===== src/rtl/bus_master_lsu_pkg.sv =====
`default_nettype none
// ============================================================================
// Module      : bus_master_lsu_pkg
// Description : Shared types and constants for the load/store bus initiator.
// Revision    : 1.0 - initial release
// ============================================================================
package bus_master_lsu_pkg;

    typedef enum logic [1:0] {
        SZ_BYTE = 2'b00,
        SZ_HALF = 2'b01,
        SZ_WORD = 2'b10,
        SZ_RSVD = 2'b11
    } access_size_t;

    typedef enum logic [0:0] {
        IDLE   = 1'b0,
        RMW_WR = 1'b1
    } lsu_state_t;

    localparam int BYTES_PER_WORD = 4;

endpackage
`default_nettype wire


===== src/rtl/bus_master_lsu_lane_align.sv =====
`default_nettype none
// ============================================================================
// Module      : lsu_lane_align
// Description : Byte-lane extraction/extension for loads, lane merge for
//               sub-word stores, and alignment checking.
// Revision    : 1.0 - initial release
// ============================================================================
module lsu_lane_align
    import bus_master_lsu_pkg::*;
(
    input  logic [31:0]  ld_word,
    input  logic [1:0]   ld_offset,
    input  access_size_t ld_size,
    input  logic         ld_unsigned,
    output logic [31:0]  ld_data,
    input  logic [31:0]  st_old_word,
    input  logic [15:0]  st_data,
    input  logic [1:0]   st_offset,
    input  access_size_t st_size,
    output logic [31:0]  st_word,
    output logic         misaligned
);

    logic [7:0]  w_byte;
    logic [15:0] w_half;

    assign w_byte = ld_word[{ld_offset, 3'b000} +: 8];
    assign w_half = ld_offset[1] ? ld_word[31:16] : ld_word[15:0];

    assign misaligned = (ld_size == SZ_RSVD)
                     || ((ld_size == SZ_HALF) && ld_offset[0])
                     || ((ld_size == SZ_WORD) && (ld_offset != 2'b00));

    always_comb begin
        ld_data = '0;
        case (ld_size)
            SZ_BYTE: ld_data = {{24{~ld_unsigned & w_byte[7]}}, w_byte};
            SZ_HALF: ld_data = {{16{~ld_unsigned & w_half[15]}}, w_half};
            SZ_WORD: ld_data = ld_word;
            default: ld_data = '0;
        endcase
    end

    always_comb begin
        st_word = st_old_word;
        case (st_size)
            SZ_BYTE: st_word[{st_offset, 3'b000} +: 8] = st_data[7:0];
            SZ_HALF: begin
                if (st_offset[1]) st_word[31:16] = st_data;
                else              st_word[15:0]  = st_data;
            end
            default: st_word = st_old_word;
        endcase
    end

endmodule
`default_nettype wire


===== src/rtl/bus_master_lsu.sv =====
`default_nettype none
// ============================================================================
// Module      : bus_master_lsu
// Description : Pipeline load/store to word-wide peripheral bus initiator with
//               read-modify-write for sub-word stores.
// Revision    : 1.0 - initial release
// ============================================================================
module bus_master_lsu
    import bus_master_lsu_pkg::*;
#(
    parameter int ADDR_W = 32,
    parameter int DATA_W = 32
) (
    input  logic              clk,
    input  logic              rst,
    input  logic              req_valid,
    output logic              req_ready,
    input  logic              req_store,
    input  logic [1:0]        req_size,
    input  logic              req_unsigned,
    input  logic [ADDR_W-1:0] req_addr,
    input  logic [DATA_W-1:0] req_wdata,
    output logic              resp_valid,
    output logic [DATA_W-1:0] resp_rdata,
    output logic              resp_error,
    output logic [ADDR_W-1:0] bus_address,
    output logic [DATA_W-1:0] bus_write_data,
    output logic              bus_write_enable,
    input  logic [DATA_W-1:0] bus_read_data
);

    if (DATA_W != 32) begin : g_data_w_check
        $error("bus_master_lsu supports DATA_W == 32 only");
    end

    lsu_state_t        r_state;
    lsu_state_t        w_state_next;
    logic              r_resp_valid;
    logic              r_resp_error;
    logic [DATA_W-1:0] r_resp_rdata;
    logic [DATA_W-1:0] r_old_word;
    logic [ADDR_W-1:0] r_addr;
    logic [1:0]        r_offset;
    access_size_t      r_size;
    logic [15:0]       r_wdata;

    access_size_t      w_size;
    logic [ADDR_W-1:0] w_aligned_addr;
    logic              w_misaligned;
    logic              w_accept;
    logic              w_rmw_start;
    logic              w_we;
    logic [DATA_W-1:0] w_load_data;
    logic [DATA_W-1:0] w_merged;

    assign w_size         = access_size_t'(req_size);
    assign w_aligned_addr = {req_addr[ADDR_W-1:2], 2'b00};
    assign w_rmw_start    = w_accept && req_store && !w_misaligned && (w_size != SZ_WORD);

    lsu_lane_align u_lane_align (
        .ld_word     (bus_read_data),
        .ld_offset   (req_addr[1:0]),
        .ld_size     (w_size),
        .ld_unsigned (req_unsigned),
        .ld_data     (w_load_data),
        .st_old_word (r_old_word),
        .st_data     (r_wdata),
        .st_offset   (r_offset),
        .st_size     (r_size),
        .st_word     (w_merged),
        .misaligned  (w_misaligned)
    );

    always_comb begin
        w_state_next   = r_state;
        req_ready      = 1'b0;
        w_accept       = 1'b0;
        bus_address    = '0;
        bus_write_data = '0;
        w_we           = 1'b0;
        case (r_state)
            IDLE: begin
                req_ready = 1'b1;
                w_accept  = req_valid;
                if (req_valid && !w_misaligned) begin
                    bus_address = w_aligned_addr;
                    if (req_store && (w_size == SZ_WORD)) begin
                        bus_write_data = req_wdata;
                        w_we           = 1'b1;
                    end else if (req_store) begin
                        w_state_next = RMW_WR;
                    end
                end
            end
            RMW_WR: begin
                bus_address    = r_addr;
                bus_write_data = w_merged;
                w_we           = 1'b1;
                w_state_next   = IDLE;
            end
            default: w_state_next = IDLE;
        endcase
    end

    // Reset must kill an in-flight RMW write in the very cycle it is sampled.
    assign bus_write_enable = w_we & ~rst;

    always_ff @(posedge clk) begin
        if (rst) begin
            r_state      <= IDLE;
            r_resp_valid <= 1'b0;
            r_resp_error <= 1'b0;
            r_resp_rdata <= '0;
            r_old_word   <= '0;
            r_addr       <= '0;
            r_offset     <= 2'b00;
            r_size       <= SZ_BYTE;
            r_wdata      <= '0;
        end else begin
            r_state      <= w_state_next;
            r_resp_valid <= (w_accept && !w_rmw_start) || (r_state == RMW_WR);
            r_resp_error <= w_accept && w_misaligned;
            r_resp_rdata <= (w_accept && !req_store && !w_misaligned) ? w_load_data : '0;
            if (w_rmw_start) begin
                r_old_word <= bus_read_data;
                r_addr     <= w_aligned_addr;
                r_offset   <= req_addr[1:0];
                r_size     <= w_size;
                r_wdata    <= req_wdata[15:0];
            end
        end
    end

    assign resp_valid = r_resp_valid;
    assign resp_error = r_resp_error;
    assign resp_rdata = r_resp_rdata;

endmodule
`default_nettype wire

===== config.mk =====
export PLATFORM = sky130hd
export DESIGN_NAME = bus_master_lsu
export DESIGN_NICKNAME = d
export VERILOG_FILES = /design/src/rtl/bus_master_lsu_pkg.sv /design/src/rtl/bus_master_lsu_lane_align.sv /design/src/rtl/bus_master_lsu.sv
export SDC_FILE = /design/constraint.sdc
export NUM_CORES = 1
export LEC_CHECK = 0
export CORE_ASPECT_RATIO = 0.7
export CORE_UTILIZATION = 40
export CTS_CLUSTER_DIAMETER = 40
export CTS_CLUSTER_SIZE = 28
export DETAILED_ROUTE_END_ITERATION = 6
export PLACE_DENSITY_LB_ADDON = 0.25
export REMOVE_ABC_BUFFERS = 1
export SYNTH_ARGS = -nofsm -noshare
export SYNTH_HDL_FRONTEND = slang
export SYNTH_SLANG_ARGS = --single-unit

===== constraint.sdc =====
create_clock -name clk -period 3.3 [get_ports clk]
set_clock_uncertainty 0.1 [all_clocks]
set_input_delay 0.495 -clock clk [delete_from_list [all_inputs] [get_ports clk]]
set_output_delay 0.495 -clock clk [all_outputs]
set_load 0.01 [all_outputs]

* After elaboration in Yosys (flattened, before gate mapping)
Cells that the tools add are included.
W data, S select, Z words.
** Operators by class
- Reduce and logical (&&, ||, !) cells :: 21
- Bitwise operators :: 7
- Shifts and indexed selects :: 3
- Muxes and demuxes :: 20
- Add/sub/neg operators :: 1
- Equality and inequality tests :: 5
** Operators with widths (number)
- $pmux W32 S2 :: 3
- $mux W32 :: 3
- $pmux W32 S3 :: 1
- $mux W16 :: 3
- $bwmux W32 :: 1
- $shift A8 B7 Y32 const A :: 1
- $shiftx A32 B6 Y8 :: 1
- $shiftx A8 B7 Y32 :: 1
- $logic_and A1 B1 Y1 :: 11
- $mux W1 :: 7
- $neg A5 Y7 :: 1
- $eq A2 B1 Y1 const B :: 2
- $eq A2 B2 Y1 const B :: 2
- $logic_not A2 Y1 :: 2
- $not A1 Y1 :: 4
- $pmux W1 S2 :: 2
- $and A1 B1 Y1 :: 3
- $logic_not A1 Y1 :: 3
- $logic_or A1 B1 Y1 :: 3
- $ne A2 B2 Y1 const B :: 1
- $reduce_bool A2 Y1 :: 1
- $reduce_or A2 Y1 :: 1
** Storage, ports and cells
- Output and inout port bits :: 100
- Register bits after elaboration :: 117
- Logic and storage cells :: 66

* Longest topological paths before layout
- Word-level depth :: 10
- Mapped depth :: 7

* By module
Synthesis repeated with hierarchy kept, for this count alone.
** Second synthesis, totals
- Cell total of the unflattened synthesis :: 774
- Area, all modules :: 7100.6 um^2
** By module, submodules not included
- bus_master_lsu :: sequential area each 2342.2 um^2, instances 1, area each 5363.9 um^2, cells an instance 536
- lsu_lane_align :: sequential area each 0.0 um^2, instances 1, area each 1736.7 um^2, cells an instance 238

* Least setup slack after synthesis
OpenSTA, ideal clock, no wires.
- Path kind :: register -> output
- From :: register r_offset[0]
- To :: output bus_write_data[0]
- Stages on the path, launching flop included :: 7
- Path slack :: 0.932 ns
- Arrival :: 1.773 ns
- Path through :: dfxtp_1 -> inv_1 -> ha_1 -> or4b_1 -> o22ai_2 -> and2_1 -> a221o_1
** On the way
- Word-level cells in the longest chain between the ends :: 5
- Elaborated cells on any way between the ends :: 6
- Those cells by class :: 1 x add/sub; 2 x shift; 3 x mux
** Ends and longest elaborated chain
- from (decl) :: line bus_master_lsu.sv:43 : logic [1:0] r_offset;
- from (signal assigned) :: line bus_master_lsu.sv:127 : r_offset <= req_addr[1:0];
- $neg A5 Y7 (*) :: line bus_master_lsu_lane_align.sv:47 : SZ_BYTE: st_word[{st_offset, 3'b000} +: 8] = st_data[7:0];
- $shiftx A8 B7 Y32 or $shift A8 B7 Y32 (tied branches) :: line bus_master_lsu_lane_align.sv:47
- $bwmux W32 (*) :: line bus_master_lsu_lane_align.sv:47
- $pmux W32 S2 (*) :: line bus_master_lsu_lane_align.sv:46 : case (st_size)
- $pmux W32 S2 (*) :: line bus_master_lsu.sv:81 : case (r_state)
- to (decl) :: line bus_master_lsu.sv:27 : output logic [DATA_W-1:0] bus_write_data,
Mark *: on every way between the ends. The rest lies on a longest branch, timed or not.

* Worst setup path after layout
- From :: register r_offset[0]
- To :: output bus_write_data[23]
The elaborated chain is that of the path after synthesis.

==> reports/results.txt <==
The cell area that synthesis handed to floorplanning was 5730 µm². The post-route core utilization was 61.6%. The area share of the leading cell type in the synthesized netlist was 40.9%.

Of the available clock period, the critical path in the final layout requires 97.9%. Yosys attributes the largest share of cell area to sky130_fd_sc_hd__dfxtp_1 41%, sky130_fd_sc_hd__nand2_1 12%, sky130_fd_sc_hd__a21oi_1 9.7%. In the layout the commonest cells are 189 x sky130_fd_sc_hd__clkdlybuf4s50_1, 186 x sky130_fd_sc_hd__nand2_1, 114 x sky130_fd_sc_hd__dfxtp_1. The synthesized design contains 0 enable-type register cells. The number of global-route vias before repair came out at 5793. Once routing completed, OpenROAD measured the worst setup slack at 0.0684 ns. The hold violation total from the final report is 0, and the number of diodes is 0. The flip-flop cell with the highest count after synthesis is sky130_fd_sc_hd__dfxtp_1. STA puts the critical path data arrival time at 2.64 ns. The path type of the worst setup path was reg -> out.

The tools report the final max-slew violation count as 0. Cells with a size suffix above 1 make up 11.0% of the layout. For the pin with the worst max-slew slack, the measured transition is 0.700 ns. The first global-routing pass estimated 30000 µm of wire.

The finished layout cell area is 8600 µm², and the highest clock frequency the design can meet is 309 MHz. The min-delay analysis places its worst path in the category reg -> reg. Clock period minus worst slack: 3.23 ns. For the worst-skew pair, the clock arrives at the later sink with an insertion delay of 0.41 ns. The first detailed-routing pass took 7 iterations.

The longest clock path from root to sink contains 2 buffers. Once detail routing completed, the nets flagged for antenna violations numbered 0. The run gives 319 µV as the worst-case vdd ir drop. Averaged over all synthesized cells, the footprint is 8.08 µm². 203 I/O pins were placed. The via-per-instance ratio came out at 5.63. The signal on the critical path passes through inv_2, ha_4, nor4b_2, nand3b_1, a21oi_1, buf_4, a221o_1, clkdlybuf4s50_1. After detailed routing, the number of remaining DRC violations is 0. The instance count of the mapped netlist was 709; the initial antenna violation count was 0. The layer flagged by global routing as most heavily used is met2.

In this run, CTS created clock tree buffers numbering 17. The growth of design area from synthesis to finish came out at 50.2%. The pre-CTS setup slack was 0.0731 ns. STA classifies the critical path startpoint as a register. For this run, the number of Yosys warnings is 0. Cell type group with the largest total delay on the critical path: buffers and inverters. For the CTS H-tree depth, the log shows 4. For met1 alone, demand over resource in global routing was 34.6%.

Detailed placement ended at an HPWL of 14300 µm. Dividing the detail-routed wire length by the instance count gives 18.0 µm. Count of maximum capacitance violations: 0.

Of the synthesized area, sequential elements account for 40.9%. The run gives 0.887 as the routability congestion estimate. Clock-pin slew was measured on the worst setup and hold paths at 0.05 ns.

Power spread over the standard cell area amounts to 439 nW/µm². Summed over all layers, the routed wires come to 19800 µm. Of all nets on the critical path, the largest fanout is 8. In this run, synthesis produced a sequential element count of 117.

The analysis attributes to cell leakage a power of 3.10 nW. The quantity of I/O buffers inserted on ports was 200; the placement row count was 36. At the worst endpoint, the required time is 2.70 ns. The async set or reset register ratio after synthesis is 0%, and the DRC marker count from the first detailed-route iteration is 461. The tools report the library cell used as clock root buffer as sky130_fd_sc_hd__clkbuf_16. In this design, the stage delay of the slowest critical-path cell is 0.54 ns.

The run gives 72 as the maximum number of pins on one net before global-route repair. Counting both buffers and inverters, the worst setup path holds a total of 3. Among all stages on the critical path, the largest delay is contributed by sky130_fd_sc_hd__clkdlybuf4s50_1. TritonCTS built the clock tree.

For the all-layer global routing usage, the log shows 25.9%. The vertical extent of the die came out at 102 µm. The dominant cell type by area after synthesis is sky130_fd_sc_hd__dfxtp_1. Global routing consumed, on the met2 layer, 41.5% of the routing resources. Most common library cell in the layout ignoring fill and taps: sky130_fd_sc_hd__clkdlybuf4s50_1. Setup repair after global routing could not meet its margin everywhere. The total die area is 14800 µm².

The tools report the critical path capture point type as an output port. Setup violations remaining at the end of the flow were counted as 0. The region available for standard cell placement spans 14000 µm². In this run the cell area measured after placement is 7900 µm². For the relative slew slack, the log shows 53.0%. Setup total negative slack on the finished layout was measured at 0 ns. After the last flow step, the layout net total stands at 1006. After global routing the overflow that remains totals 0. The die boundary width is 145 µm. Global routing used 4.91% of the available met3 tracks. On the final layout, the worst hold slack is 0.355 ns.

The number of clock sinks seen by CTS is 117, and the initial core utilization is 41.0%. The flow ran to the end, and the final reports show no timing, DRC or antenna violations. The netlist uses 55 different library cells.

The final route contains 6194 vias.
through the flow:
stage	std cells	total power, mW
after global placement	1063	1.96
final	1101	3.78
after detailed placement	1063	1.97
after CTS	1096	3.79
after global routing	1101	3.91
after floorplan	648	1.67
final timing paths:
path,startpoint,end,slack (ns),cells past startpoint
hold reg to reg,r_addr[10]$_SDFFE_PP0P_,r_addr[10]$_SDFFE_PP0P_,0.35,2
setup / recovery,r_offset[0]$_SDFFE_PP0P_,bus_write_data[23],0.07,8
setup reg to reg,r_state$_SDFF_PP0_,resp_rdata[15]$_SDFF_PP0_,1.02,5
hold / removal,r_addr[10]$_SDFFE_PP0P_,r_addr[10]$_SDFFE_PP0P_,0.35,2
per-layer routing:
metal | up-vias | share of wire, %
met5 | - | 0
met4 | 0 | 2.1
met3 | 45 | 6.8
met2 | 320 | 45
met1 | 2913 | 46
li1 | 2916 | -
cell usage after synthesis (2+ instances only):
| cell | count |
|---|---|
| sky130_fd_sc_hd__a22oi_1 | 14 |
| sky130_fd_sc_hd__o221ai_1 | 2 |
| sky130_fd_sc_hd__inv_1 | 5 |
| sky130_fd_sc_hd__nand2b_1 | 4 |
| sky130_fd_sc_hd__a32o_1 | 7 |
| sky130_fd_sc_hd__a32oi_1 | 8 |
| sky130_fd_sc_hd__nor2_1 | 30 |
| sky130_fd_sc_hd__buf_2 | 25 |
| sky130_fd_sc_hd__a22o_1 | 36 |
| sky130_fd_sc_hd__or2_1 | 2 |
| sky130_fd_sc_hd__nand2_1 | 186 |
| sky130_fd_sc_hd__nor2b_1 | 4 |
| sky130_fd_sc_hd__o21ai_1 | 2 |
| sky130_fd_sc_hd__o21ai_2 | 8 |
| sky130_fd_sc_hd__ha_1 | 5 |
| sky130_fd_sc_hd__or4b_1 | 2 |
| sky130_fd_sc_hd__nand3b_1 | 2 |
| sky130_fd_sc_hd__buf_6 | 4 |
| sky130_fd_sc_hd__buf_4 | 4 |
| sky130_fd_sc_hd__nand3_1 | 2 |
| sky130_fd_sc_hd__nor3_1 | 3 |
| sky130_fd_sc_hd__a21oi_1 | 111 |
| sky130_fd_sc_hd__and2_1 | 18 |
| sky130_fd_sc_hd__a221o_1 | 29 |
| sky130_fd_sc_hd__a31oi_1 | 4 |
| sky130_fd_sc_hd__clkbuf_1 | 25 |
| sky130_fd_sc_hd__inv_2 | 3 |
| sky130_fd_sc_hd__mux2i_1 | 6 |
| sky130_fd_sc_hd__o21bai_1 | 2 |
| sky130_fd_sc_hd__buf_1 | 4 |
| sky130_fd_sc_hd__a222oi_1 | 5 |
| sky130_fd_sc_hd__nor4b_1 | 2 |
| sky130_fd_sc_hd__dfxtp_1 | 117 |
| sky130_fd_sc_hd__mux2_2 | 7 |
where the power goes:
part           total [mW]  switching [mW]  internal (mW)
Sequential           1.48          0.0267           1.45
Combinational       0.484           0.234          0.251
Clock                1.82           0.685           1.14
state kept, by name, summed over array words and instances (netlist names):
register and count:
r_addr 30, r_wdata 16, resp_error 1, r_size 2
resp_rdata 32, r_state 1, r_old_word 32, resp_valid 1
r_offset 2
worst register-to-register path: stages, from the launching register on:
cell,delay [ns]
sky130_fd_sc_hd__dfxtp_2,0.34
sky130_fd_sc_hd__buf_4,0.29
sky130_fd_sc_hd__nand2b_4,0.22
sky130_fd_sc_hd__or3_1,0.33
sky130_fd_sc_hd__or4b_1,0.79
sky130_fd_sc_hd__o21ai_2,0.14
logic make-up (layout without fill, tap and decap cells):
| kind of cell | count (synthesis) | count (layout) | share of synthesized area [%] |
|---|---|---|---|
| buffers and inverters | 70 | 271 | 5.92 |
| other | 1 | 2 | 0.0655 |
| adders and majority gates | 5 | 5 | 1.09 |
| muxes | 14 | 14 | 2.62 |
| DFF | 117 | 117 | 40.9 |
| AOI/OAI and AO/OA | 236 | 236 | 29.1 |
| and+or+nand+nor | 266 | 266 | 20.3 |
area by class of cell:
cell class | instances | area (µm²)
Clock buffer | 18 | 439
Clock inverter | 14 | 154
Fill cell | 1222 | 5360
Inverter | 8 | 32.5
Multi-Input combinational cell | 523 | 3110
Sequential cell | 117 | 2350
Tap cell | 190 | 238
Timing Repair Buffer | 231 | 2280
repair_timing:
item | in CTS | in global routing
hold buffers | 0 | 0
buffers inserted | 1 | 5
resized for setup | 17 | 8
endpoints found under the setup margin | 32 | 19
pin swaps | 1 | 2
Note: power is estimated with default switching activity, not from simulation.
